==> config.mk <==
export PLATFORM = sky130hd
export DESIGN_NAME = tc_operand_fetch
export DESIGN_NICKNAME = d
export VERILOG_FILES = /design/src/rtl/tc_operand_fetch.sv
export SDC_FILE = /design/constraint.sdc
export NUM_CORES = 1
export LEC_CHECK = 0
export CELL_PAD_IN_SITES_DETAIL_PLACEMENT = 0
export CELL_PAD_IN_SITES_GLOBAL_PLACEMENT = 2
export CORE_MARGIN = 1.5
export CORE_UTILIZATION = 37
export CTS_CLUSTER_SIZE = 28
export DETAILED_ROUTE_END_ITERATION = 7
export PLACE_DENSITY_LB_ADDON = 0.1
export SLEW_MARGIN = 15
export SYNTH_ARGS = -nofsm -noshare
export SYNTH_HDL_FRONTEND = slang
export SYNTH_SLANG_ARGS = --single-unit
==> constraint.sdc <==
create_clock -name clk -period 4.3 [get_ports clk]
set_clock_uncertainty 0.1 [all_clocks]
set_input_delay 1.075 -clock clk [delete_from_list [all_inputs] [get_ports clk]]
set_output_delay 1.075 -clock clk [all_outputs]
set_load 0.02 [all_outputs]
==> src/rtl/tc_operand_fetch.sv <==
// Operand fetch sequencer for the 2x2 tensor core: walks (i,j,k) over an nb x nb block grid,
// reads A(i,k)/B(k,j) blocks from memory and streams them to the feeder. `TC_FETCH_PERF_EN adds a stall counter.
module tc_operand_fetch #(
    parameter int ADDR_W     = 32,
    parameter int NB_W       = 16,
    parameter int FIFO_DEPTH = 4
) (
    input  logic              clk,
    input  logic              reset,
    input  logic              cfg_start,
    input  logic [ADDR_W-1:0] cfg_base_a,
    input  logic [ADDR_W-1:0] cfg_base_b,
    input  logic [NB_W-1:0]   cfg_nb,
    output logic              busy,
    output logic              done,
    output logic              mem_req,
    output logic [ADDR_W-1:0] mem_addr,
    input  logic              mem_gnt,
    input  logic              mem_rvalid,
    input  logic [31:0]       mem_rdata,
    output logic              op_valid,
    input  logic              op_ready,
    output logic [31:0]       op_data,
    output logic              op_is_a,
    output logic              op_last_k,
    output logic              op_last
`ifdef TC_FETCH_PERF_EN
    ,
    output logic [31:0]       perf_stall_cycles
`endif
);

    localparam int PTR_W = $clog2(FIFO_DEPTH);
    localparam int CNT_W = PTR_W + 1;
    localparam logic [CNT_W:0] DEPTH_L = (CNT_W + 1)'(FIFO_DEPTH);

    typedef enum logic [1:0] {IDLE, ISSUE, DRAIN, DONE} state_t;

    state_t            state;
    logic [NB_W-1:0]   nb_m1;
    logic [NB_W-1:0]   i, j, k;
    logic              phase;
    logic [ADDR_W-1:0] stride;
    logic [ADDR_W-1:0] base_b;
    logic [ADDR_W-1:0] a_row, a_addr;
    logic [ADDR_W-1:0] b_col, b_addr;

    logic [PTR_W-1:0]  tag_ptr, wr_ptr, rd_ptr;
    logic [CNT_W-1:0]  count, outstanding;
    logic [31:0]       data_mem [FIFO_DEPTH];
    logic [2:0]        tag_mem  [FIFO_DEPTH];

    logic [CNT_W:0]    reserved;
    logic              grant, push, pop;
    logic              last_k_now, last_req;

    // Every granted request owns a FIFO slot until its word is popped, so the FIFO cannot overflow.
    assign reserved   = {1'b0, count} + {1'b0, outstanding};
    assign mem_req    = (state == ISSUE) && (reserved < DEPTH_L);
    assign mem_addr   = phase ? b_addr : a_addr;
    assign grant      = mem_req && mem_gnt;
    assign push       = mem_rvalid && (outstanding != '0);
    assign op_valid   = (count != '0);
    assign pop        = op_valid && op_ready;
    assign last_k_now = phase && (k == nb_m1);
    assign last_req   = last_k_now && (j == nb_m1) && (i == nb_m1);

    assign op_data = data_mem[rd_ptr];
    assign {op_last, op_last_k, op_is_a} = op_valid ? tag_mem[rd_ptr] : 3'b000;

    // Tags are written into the slot reserved at grant; data lands in the same slot later.
    always_ff @(posedge clk) begin
        if (grant) tag_mem[tag_ptr] <= {last_req, last_k_now, ~phase};
        if (push)  data_mem[wr_ptr] <= mem_rdata;
    end

    always_ff @(posedge clk) begin
        if (reset) begin
            tag_ptr     <= '0;
            wr_ptr      <= '0;
            rd_ptr      <= '0;
            count       <= '0;
            outstanding <= '0;
        end else begin
            if (grant) tag_ptr <= tag_ptr + PTR_W'(1);
            if (push)  wr_ptr  <= wr_ptr + PTR_W'(1);
            if (pop)   rd_ptr  <= rd_ptr + PTR_W'(1);
            case ({grant, push})
                2'b10:   outstanding <= outstanding + CNT_W'(1);
                2'b01:   outstanding <= outstanding - CNT_W'(1);
                default: outstanding <= outstanding;
            endcase
            case ({push, pop})
                2'b10:   count <= count + CNT_W'(1);
                2'b01:   count <= count - CNT_W'(1);
                default: count <= count;
            endcase
        end
    end

    always_ff @(posedge clk) begin
        if (reset) begin
            state  <= IDLE;
            busy   <= 1'b0;
            done   <= 1'b0;
            nb_m1  <= '0;
            i      <= '0;
            j      <= '0;
            k      <= '0;
            phase  <= 1'b0;
            stride <= '0;
            base_b <= '0;
            a_row  <= '0;
            a_addr <= '0;
            b_col  <= '0;
            b_addr <= '0;
        end else begin
            case (state)
                IDLE: begin
                    if (cfg_start) begin
                        busy   <= 1'b1;
                        nb_m1  <= cfg_nb - NB_W'(1);
                        stride <= ADDR_W'(cfg_nb) << 2;
                        base_b <= cfg_base_b;
                        a_row  <= cfg_base_a;
                        a_addr <= cfg_base_a;
                        b_col  <= cfg_base_b;
                        b_addr <= cfg_base_b;
                        i      <= '0;
                        j      <= '0;
                        k      <= '0;
                        phase  <= 1'b0;
                        state  <= (cfg_nb != '0) ? ISSUE : DONE;
                    end
                end
                ISSUE: begin
                    if (grant) begin
                        if (!phase) begin
                            phase <= 1'b1;
                        end else begin
                            phase <= 1'b0;
                            // A walks along row i by 4, B walks down column j by one row stride.
                            if (k != nb_m1) begin
                                k      <= k + NB_W'(1);
                                a_addr <= a_addr + ADDR_W'(4);
                                b_addr <= b_addr + stride;
                            end else begin
                                k <= '0;
                                if (j != nb_m1) begin
                                    j      <= j + NB_W'(1);
                                    a_addr <= a_row;
                                    b_col  <= b_col + ADDR_W'(4);
                                    b_addr <= b_col + ADDR_W'(4);
                                end else begin
                                    j      <= '0;
                                    i      <= i + NB_W'(1);
                                    a_row  <= a_row + stride;
                                    a_addr <= a_row + stride;
                                    b_col  <= base_b;
                                    b_addr <= base_b;
                                    if (i == nb_m1) state <= DRAIN;
                                end
                            end
                        end
                    end
                end
                DRAIN: begin
                    // Leaving on the final handshake makes done land the very next cycle.
                    if (pop && op_last) begin
                        done  <= 1'b1;
                        state <= DONE;
                    end else if (!op_valid && (outstanding == '0)) begin
                        state <= DONE;
                    end
                end
                DONE: begin
                    if (done) begin
                        done  <= 1'b0;
                        busy  <= 1'b0;
                        state <= IDLE;
                    end else begin
                        done <= 1'b1;
                    end
                end
                default: state <= IDLE;
            endcase
        end
    end

`ifdef TC_FETCH_PERF_EN
    always_ff @(posedge clk) begin
        if (reset) begin
            perf_stall_cycles <= '0;
        end else if ((state == IDLE) && cfg_start) begin
            perf_stall_cycles <= '0;
        end else if (busy && !op_valid && (perf_stall_cycles != '1)) begin
            perf_stall_cycles <= perf_stall_cycles + 32'd1;
        end
    end
`endif

endmodule

==> results.toml <==
[status]
status = "finished, final reports clean"

[placement]
dpl_worst_slack_ns = 0.551
placed_cell_area_um2 = 23800
place_inst = 3125
io_buffers = 188
globalplace.congestion = 0.802
dp_hpwl_mm = 47.5

[timing]
maxSlewHeadroom_pct = 39.4
fin_crit_sh_pct = 90.1
fin_ws_ns = 0.426
slew_viol_final = 0
hold_viol_final = 0
fin_hold_ws_ns = 0.348
final.setup.tns_ns = 0
clock.fmax_mhz = 258
setup_viol = 0
grt_setup_unrepaired = "no"
tightest_slew_ns = 0.906
fin_crit_ns = 3.87

[route]
post-route-drc-count = 0
drtPass1Iterations = 5
drt_iter0_markers = 1189
num_vias = 17671
drt_wl_total_mm = 68.3
vias_per_cell = 5.50
detail_route.wl_per_cell_um = 21.2
ant_nets = 0

[die]
initial_core_util_pct = 37.4
die_area_um2 = 58300
coreArea_um2 = 56300
die_w_um = 241
io_pins = 189
rows = 87
die_y_um = 241

[setup_path]
r2r_slack_ns = 0.87
crit_fanout = 24
path_class = "register to output port"
worstPathRequired_ns = 3.12
critPathLaunchType = "register"
arrival_ns = 2.70
worstReg2RegEnd = "a_row[14]"
end_kind = "output port"
reg2reg_from = "state[1]"
r2r_cells = 7

[layout]
final_util_pct = 45.3
final_cell_area_um2 = 25500
drive_gt1_share_pct = 8.71
synthToLayoutAreaGrowth_pct = 21.0
fin_cells = 3215
nets = 2597

[grt]
grtUsageTotal_pct = 23.3
grt_pass1_wl_mm = 103
gr-total-overflow = 0
grt_max_degree = 96
grt_pass1_vias = 16969
grt_antenna_before_repair = 5

[clock_network]
clock_path_buffers = 3
clk_pin_slew_ns = 0.06
cts_resized = 0
hold_buffers = 0
htreeDepth = 2
cts-root-buf = "clkbuf_16"
cts_tree = "yes"
numCtsBuffers = 49
clk_latency_ns = 0.63
cts_setup_buffers = 0
cts.sinks = 399

[synth]
syn-instance-count = 2275
syn_area_per_cell_um2 = 9.25
synth-edff-count = 140
ys.flop_type = "dfxtp_1"
synth.yosys.warnings = 0
yosysSeqAreaShare_pct = 44.6
async_flop_share_pct = 0
synth_nets = 2452
syn_area_um2 = 21000
yosys_register_bits = 399
ys_types = 75

[worst_hold_path]
min_to = "base_b[31]"
whs_path_depth = 2
hold_start = "base_b[31]"
hp-class = "register to register"

[power_and_ir_drop]
power_leakage_nw = 8.89
total_power_mw = 17.0
cellPowerDensity_nw_per_um2 = 667
peakVddDrop_mv = 0.422

[run]
maxCapViolations = 0
where the power goes:
group / leakage [nW] / internal, mW / switching [mW] / total (mW)
logic: 4.70 / 2.75 / 4.43 / 7.18
registers: 3.39 / 4.70 / 0.868 / 5.57
clock network: 0.796 / 2.48 / 1.76 / 4.24
total: 8.89 / 9.93 / 7.06 / 17.0
routing by layer:
metal	vias up	global-route usage, %	wire, µm
met3	76	4.20	3050
met1	8642	30.7	30900
li1	8581	-	-
met5	-	0	47
met2	364	39.6	33000
met4	8	5.15	1240
cells by family (layout without fill, tap and decap cells):
family	count (synthesis)	after routing	synth area share (%)
muxes	82	82	6.18
other	0	1	0
adders and majority gates	59	59	3.65
xor gates and xnor gates	185	185	7.70
AOI/OAI and AO/OA	525	525	15.9
buffers and inverters	181	364	3.25
and+or+nand+nor	844	844	18.7
DFF	399	399	44.6
cell type report:
type,count,area [µm²]
multi-input combinational,1695,11000
clock inverter,24,294
sequential,399,9390
clock buffer,65,1360
inverter,41,154
tap,756,946
fill,5541,30800
timing repair buffer,234,2300
antenna,1,2.50
synth_stat cells, drive strengths merged, types with 39 or more instances:
master / n / area, µm²
nand2: 258 / 971
a21oi: 162 / 811
o21ai: 96 / 480
xnor2: 96 / 841
ha: 55 / 688
dfxtp: 259 / 5180
nand3: 70 / 350
a211oi: 59 / 443
inv: 40 / 150
a31oi: 39 / 244
nor2: 253 / 950
nand4: 43 / 269
edfxtp: 140 / 4200
xor2: 89 / 780
nor3: 47 / 240
clkbuf: 124 / 465
placed cells by master (no fill, tap or decap), types with 38 or more instances in the layout:
cell type	count
nand2_1	256
nor3_1	46
o21ai_0	95
xnor2_1	96
buf_4	40
nand3_1	70
a211oi_1	59
clkdlybuf4s50_1	187
nand4_1	43
edfxtp_1	140
a31oi_1	39
a21oi_1	162
and3_1	38
inv_1	40
dfxtp_1	257
ha_1	54
nor2_1	252
xor2_1	89
clkbuf_16	50
worst max path at each step:
stage                  from  depth (start not counted)            to
finish                phase                          3   mem_addr[9]
floorplan           mem_gnt                          9         j[13]
global route          phase                          3  mem_addr[13]
detailed placement  mem_gnt                          8         j[13]
CTS                   phase                          3  mem_addr[14]
global placement    mem_gnt                          9         i[15]
critical path, stage by stage, from the launching register on:
cell and delay (ns):
dfxtp_2 0.76, buf_4 0.34, mux2_2 0.39, clkdlybuf4s50_1 0.56
sequential cells by signal, summed over array words and instances, names as in the netlist, named ones only:
name and cells:
data_mem 128, a_addr 32, a_row 32, b_addr 32, b_col 32, base_b 32
i 16, j 16, k 16, nb_m1 16, stride 16, tag_mem 12
count 3, outstanding 3, rd_ptr 2, state 2, tag_ptr 2, wr_ptr 2
busy 1, done 1, phase 1
No activity file was read; power rests on OpenSTA's default activity.
